<file path="config.mk">
export PLATFORM = sky130hd
export DESIGN_NAME = fir_frame_stats
export DESIGN_NICKNAME = d
export VERILOG_FILES = /design/src/rtl/fir_frame_stats.sv
export SDC_FILE = /design/constraint.sdc
export NUM_CORES = 1
export LEC_CHECK = 0
export BUFFER_PORTS_ARGS = -buffer_cell sky130_fd_sc_hd__buf_2
export CORE_UTILIZATION = 33
export DETAILED_ROUTE_END_ITERATION = 16
export PLACE_DENSITY = 0.59
export REMOVE_ABC_BUFFERS = 1
export SLEW_MARGIN = 20
export SYNTH_ARGS = -nofsm -noshare
export SYNTH_HDL_FRONTEND = slang
export SYNTH_SLANG_ARGS = --single-unit
</file>
<file path="constraint.sdc">
create_clock -name clock -period 4.9 [get_ports clock]
set_clock_uncertainty 0.2 [all_clocks]
set_input_delay 0.49 -clock clock [delete_from_list [all_inputs] [get_ports clock]]
set_output_delay 0.49 -clock clock [all_outputs]
set_load 0.01 [all_outputs]
</file>
<file path="src/rtl/fir_frame_stats.sv">
// ============================================================================
// Module      : fir_frame_stats
// Description : Per-frame max/min/sum/mean of the FIR output stream. The
//               optional settling-sample discard is enabled by defining
//               FIR_STATS_SKIP_EN.
// Revision    : 1.0 - initial release
// ============================================================================
`default_nettype none

module fir_frame_stats #(
    parameter int DATA_W    = 10,
    parameter int FRAME_LEN = 512,
    parameter int SKIP_LEN  = 8
) (
    input  logic                               clock,
    input  logic                               reset,
    input  logic [DATA_W-1:0]                  y,
    input  logic                               y_valid,
    input  logic                               clear,
    output logic [DATA_W-1:0]                  frame_max,
    output logic [DATA_W-1:0]                  frame_min,
    output logic [DATA_W+$clog2(FRAME_LEN)-1:0] frame_sum,
    output logic [DATA_W-1:0]                  frame_mean,
    output logic                               frame_done,
    output logic [15:0]                        frame_count
);

    localparam int c_IDX_W = $clog2(FRAME_LEN);
    localparam int c_SUM_W = DATA_W + c_IDX_W;
`ifdef FIR_STATS_SKIP_EN
    localparam int c_SKIP_CNT = SKIP_LEN;
`else
    localparam int c_SKIP_CNT = 0;
`endif
    localparam int c_SKIP_W = (SKIP_LEN > 1) ? $clog2(SKIP_LEN) : 1;

    typedef enum logic [0:0] {
        ST_SKIP  = 1'b0,
        ST_ACCUM = 1'b1
    } state_t;

    // Entry state after reset/clear; SKIP is unreachable when the discard is off
    localparam state_t c_START = (c_SKIP_CNT > 0) ? ST_SKIP : ST_ACCUM;

    state_t                r_state;
    state_t                w_state_nxt;
    logic [c_SKIP_W-1:0]   r_skip_cnt;
    logic [c_IDX_W-1:0]    r_idx;
    logic [DATA_W-1:0]     r_run_max;
    logic [DATA_W-1:0]     r_run_min;
    logic [c_SUM_W-1:0]    r_run_sum;

    logic                  w_take;
    logic                  w_last;
    logic                  w_skip_done;
    logic [DATA_W-1:0]     w_max_nxt;
    logic [DATA_W-1:0]     w_min_nxt;
    logic [c_SUM_W-1:0]    w_sum_nxt;

    assign w_take      = (r_state == ST_ACCUM) && y_valid && !clear;
    assign w_last      = (r_idx == c_IDX_W'(FRAME_LEN - 1));
    assign w_skip_done = (r_skip_cnt == c_SKIP_W'(c_SKIP_CNT - 1));
    assign w_max_nxt   = (y > r_run_max) ? y : r_run_max;
    assign w_min_nxt   = (y < r_run_min) ? y : r_run_min;
    assign w_sum_nxt   = r_run_sum + c_SUM_W'(y);

    always_ff @(posedge clock or posedge reset) begin
        if (reset) begin
            r_state <= c_START;
        end else begin
            r_state <= w_state_nxt;
        end
    end

    always_comb begin
        w_state_nxt = r_state;
        if (clear) begin
            w_state_nxt = c_START;
        end else if ((r_state == ST_SKIP) && y_valid && w_skip_done) begin
            w_state_nxt = ST_ACCUM;
        end
    end

    always_ff @(posedge clock or posedge reset) begin
        if (reset) begin
            r_skip_cnt <= '0;
        end else if (clear) begin
            r_skip_cnt <= '0;
        end else if ((r_state == ST_SKIP) && y_valid) begin
            r_skip_cnt <= r_skip_cnt + c_SKIP_W'(1);
        end
    end

    // Running accumulators: an empty frame is max=0, min=all ones, sum=0
    always_ff @(posedge clock or posedge reset) begin
        if (reset) begin
            r_idx     <= '0;
            r_run_max <= '0;
            r_run_min <= '1;
            r_run_sum <= '0;
        end else if (clear || (w_take && w_last)) begin
            r_idx     <= '0;
            r_run_max <= '0;
            r_run_min <= '1;
            r_run_sum <= '0;
        end else if (w_take) begin
            r_idx     <= r_idx + c_IDX_W'(1);
            r_run_max <= w_max_nxt;
            r_run_min <= w_min_nxt;
            r_run_sum <= w_sum_nxt;
        end
    end

    always_ff @(posedge clock or posedge reset) begin
        if (reset) begin
            frame_max   <= '0;
            frame_min   <= '0;
            frame_sum   <= '0;
            frame_mean  <= '0;
            frame_done  <= 1'b0;
            frame_count <= '0;
        end else begin
            frame_done <= 1'b0;
            if (w_take && w_last) begin
                frame_max   <= w_max_nxt;
                frame_min   <= w_min_nxt;
                frame_sum   <= w_sum_nxt;
                frame_mean  <= w_sum_nxt[c_SUM_W-1:c_IDX_W];
                frame_done  <= 1'b1;
                frame_count <= frame_count + 16'd1;
            end
        end
    end

endmodule

`default_nettype wire

</file>
==> key figures <==
Outcome
  • Outcome: finished clean

Setup path
  • Crit path capture type: flip-flop
  • Reg2reg setup slack: 1.45 ns
  • Critical Path RT: 4.99 ns
  • WS Path Type: flip-flop to flip-flop
  • R2R depth: 9
  • Critical Path Fanout Max: 16
  • Setup crit start kind: flip-flop
  • CP arrival: 3.53 ns

Floorplan
  • Die area: 17100 um^2
  • Site Rows: 46
  • Core footprint: 16100 um^2
  • Die Span Y: 131 um
  • I/O Pins: 80
  • Chip width: between 100 and 150 um
  • Initial Utilization: 0.341

Layout
  • Layout cell share with drive strength beyond 1: 0.196
  • Most common cell after layout, fill and taps aside: dfrtp_1
  • N_diodes: 0
  • Layout Nets: 672
  • Layout Area Growth over Synthesis: 15.7%
  • Most frequent cells in the layout: 94 x dfrtp_1, 79 x buf_2, 59 x nand2_1, 52 x o21ai_0, 33 x inv_1
  • Layout Utilization: 0.395
  • Layout Cells excl Fill: about 850

Synth
  • Netlist Area Pre-Place: 5480 um^2
  • Register area share after synthesis: 0.477
  • Avg Cell Area, Syn: 9.71 um^2
  • Post-Synth XOR/XNOR Area: 0.0528
  • Synth cell types: 56
  • Synth async-reset ratio: 1.00
  • Post-Synth Adder-Cell Area: 0.0767
  • Largest family of logic cells by synthesized area: compound AO/OA/AOI/OAI gates
  • Ys Warns: 0
  • Post-synth top flop: dfrtp_1
  • Simple-gate share of the synthesized area: 0.143
  • Number of flops mapped to enable cells by yosys: 0
  • Post-synthesis mux area share: 0.00365
  • Synth Area in Compound Gates: 0.190
  • Synth Instances: between 500 and 600
  • Post-synthesis register bit count: 104

STA
  • Period utilization: 0.704
  • Least-Margin Pin Slew: 1.02 ns
  • Final slew viol count: 0
  • Max Fclk: roughly 290 MHz
  • WHS: 0.164 ns
  • TNS Setup: 0 ns
  • Max_slew headroom: 0.320
  • RSZ-0062 raised after global routing: false
  • Final hold violations: 0
  • Final worst slack: 1.45 ns
  • Fin crit period: between 3 and 4 ns
  • Final setup fails: 0

Drt
  • Met3 wire len: 544 um
  • Met2 routed WL: 6.04 mm
  • DR vias/cell: 5.08
  • Drt first-iter violations: 235
  • Post-DRT Antenna Nets: 0
  • Via count: 4295
  • Uppermost layer routed: met4
  • WL met1: 6.19 mm
  • Remaining routing DRC violations: 0
  • Detailed Routing Iterations Pass 1: 5
  • Wire per inst: 15.3 um
  • Final wirelength: 12.9 mm

Clock network
  • Worst-Skew Late Latency: between 0.3 and 0.4 ns
  • Clock transition at the registers of the reported paths: 0.07 ns
  • # hold bufs at CTS: 0
  • Clk buf depth: 2
  • Post CTS Setup Buffer Count: 0
  • CTS tree: yes
  • Root Buffer Master: clkbuf_16
  • CTS H-Tree Depth: 3
  • Cts repair resizes: 0
  • Clock Sinks: about 100
  • Cts bufs inserted: 9

GRT
  • Largest net degree at the start of global routing: 80
  • Total gr overflow: 0
  • GRT Total Usage: 0.161
  • Vias in the first global route: 4139
  • Initial antenna violation count: 0
  • First-pass GRT wire length: 21.2 mm

Place
  • Setup WS pre-CTS: between 1 and 1.5 ns
  • Placed insts: 830
  • GPL Wtd Cong: 0.802
  • DP HPWL: 9.03 mm
  • Port buffer count: just under 80

Job
  • Max_cap viols: 0

Worst hold path
  • Min-delay worst type: input port to asynchronous set/reset pin

Power
  • Pwr/cell area: 310 nW/um^2
  • Leak: between 3 and 4 nW
  • Worst IR Drop VDD: 183 uV
final timing paths:
| check | start | endpoint |
|---|---|---|
| worst max-delay path | r_idx[0]$_DFFE_PP0P_ | r_run_max[9]$_DFFE_PP0P_ |
| worst min-delay path | reset | frame_count[6]$_DFFE_PP0P_ |
| worst max register to register | r_idx[0]$_DFFE_PP0P_ | r_run_max[9]$_DFFE_PP0P_ |
| worst min register to register | frame_count[15]$_DFFE_PP0P_ | frame_count[15]$_DFFE_PP0P_ |
| max in group asynchronous | reset | r_run_min[0]$_DFFE_PP1P_ |
| min in group clock | frame_count[15]$_DFFE_PP0P_ | frame_count[15]$_DFFE_PP0P_ |
state kept, by name, summed over array words and instances, names as in the netlist:
register     cells
r_idx            9
frame_max       10
r_run_min       10
frame_sum       19
frame_min       10
r_run_sum       19
frame_count     16
frame_done       1
r_run_max       10
stage by stage:
step	power (mW)	cell area, um^2
after floorplan	1.12	5300
after global placement	1.20	6010
after detailed placement	1.21	6010
after CTS	1.99	6330
after global routing	2.07	6340
final	1.97	6340
synth_stat cells (all sizes together) (13+ instances only):
cell type,instances,area [um^2]
ha,32,400
nor2,25,96.4
nand2,59,221
xnor2,22,193
a31oi,21,131
buf,21,125
o21ai,55,283
a22o,13,114
a21oi,28,140
nor3,16,80.1
dfrtp,94,2350
clkbuf,14,52.6
inv,35,131
final cells by class:
class / count / area (um^2)
Clock inverter: 5 / 81.3
Fill cell: 1577 / 9720
Multi-Input combinational cell: 390 / 2560
Clock buffer: 10 / 239
Sequential cell: 104 / 2620
Timing Repair Buffer: 85 / 440
Tap cell: 216 / 270
Inverter: 35 / 134
layer usage:
layer	GRT usage	vias up
met5	0	-
met4	0.0629	0
met3	0.0265	11
met2	0.263	89
met1	0.213	2086
li1	-	2109
kinds of logic (layout without fill, tap and decap cells):
logic type | after synthesis | after routing
mux | 2 | 2
simple gates | 161 | 161
flops | 104 | 104
xor+xnor | 33 | 33
fa+ha+maj | 33 | 33
compound gates | 161 | 161
buf+inv | 70 | 135
worst max-delay path: stages (launching register included):
cell	delay [ns]
dfrtp_1	0.41
ha_1	0.22
and3_1	0.20
and3_1	0.20
and3_1	0.18
ha_1	0.25
nand2b_1	0.26
nor2_1	0.81
and2_1	0.45
a22o_1	0.21
report_power, final:
part / internal, mW / total, mW / switching, mW
Combinational: 0.100 / 0.284 / 0.184
Sequential: 0.888 / 0.904 / 0.0157
Clock: 0.459 / 0.779 / 0.320
Power figures use the tool's default switching activity.
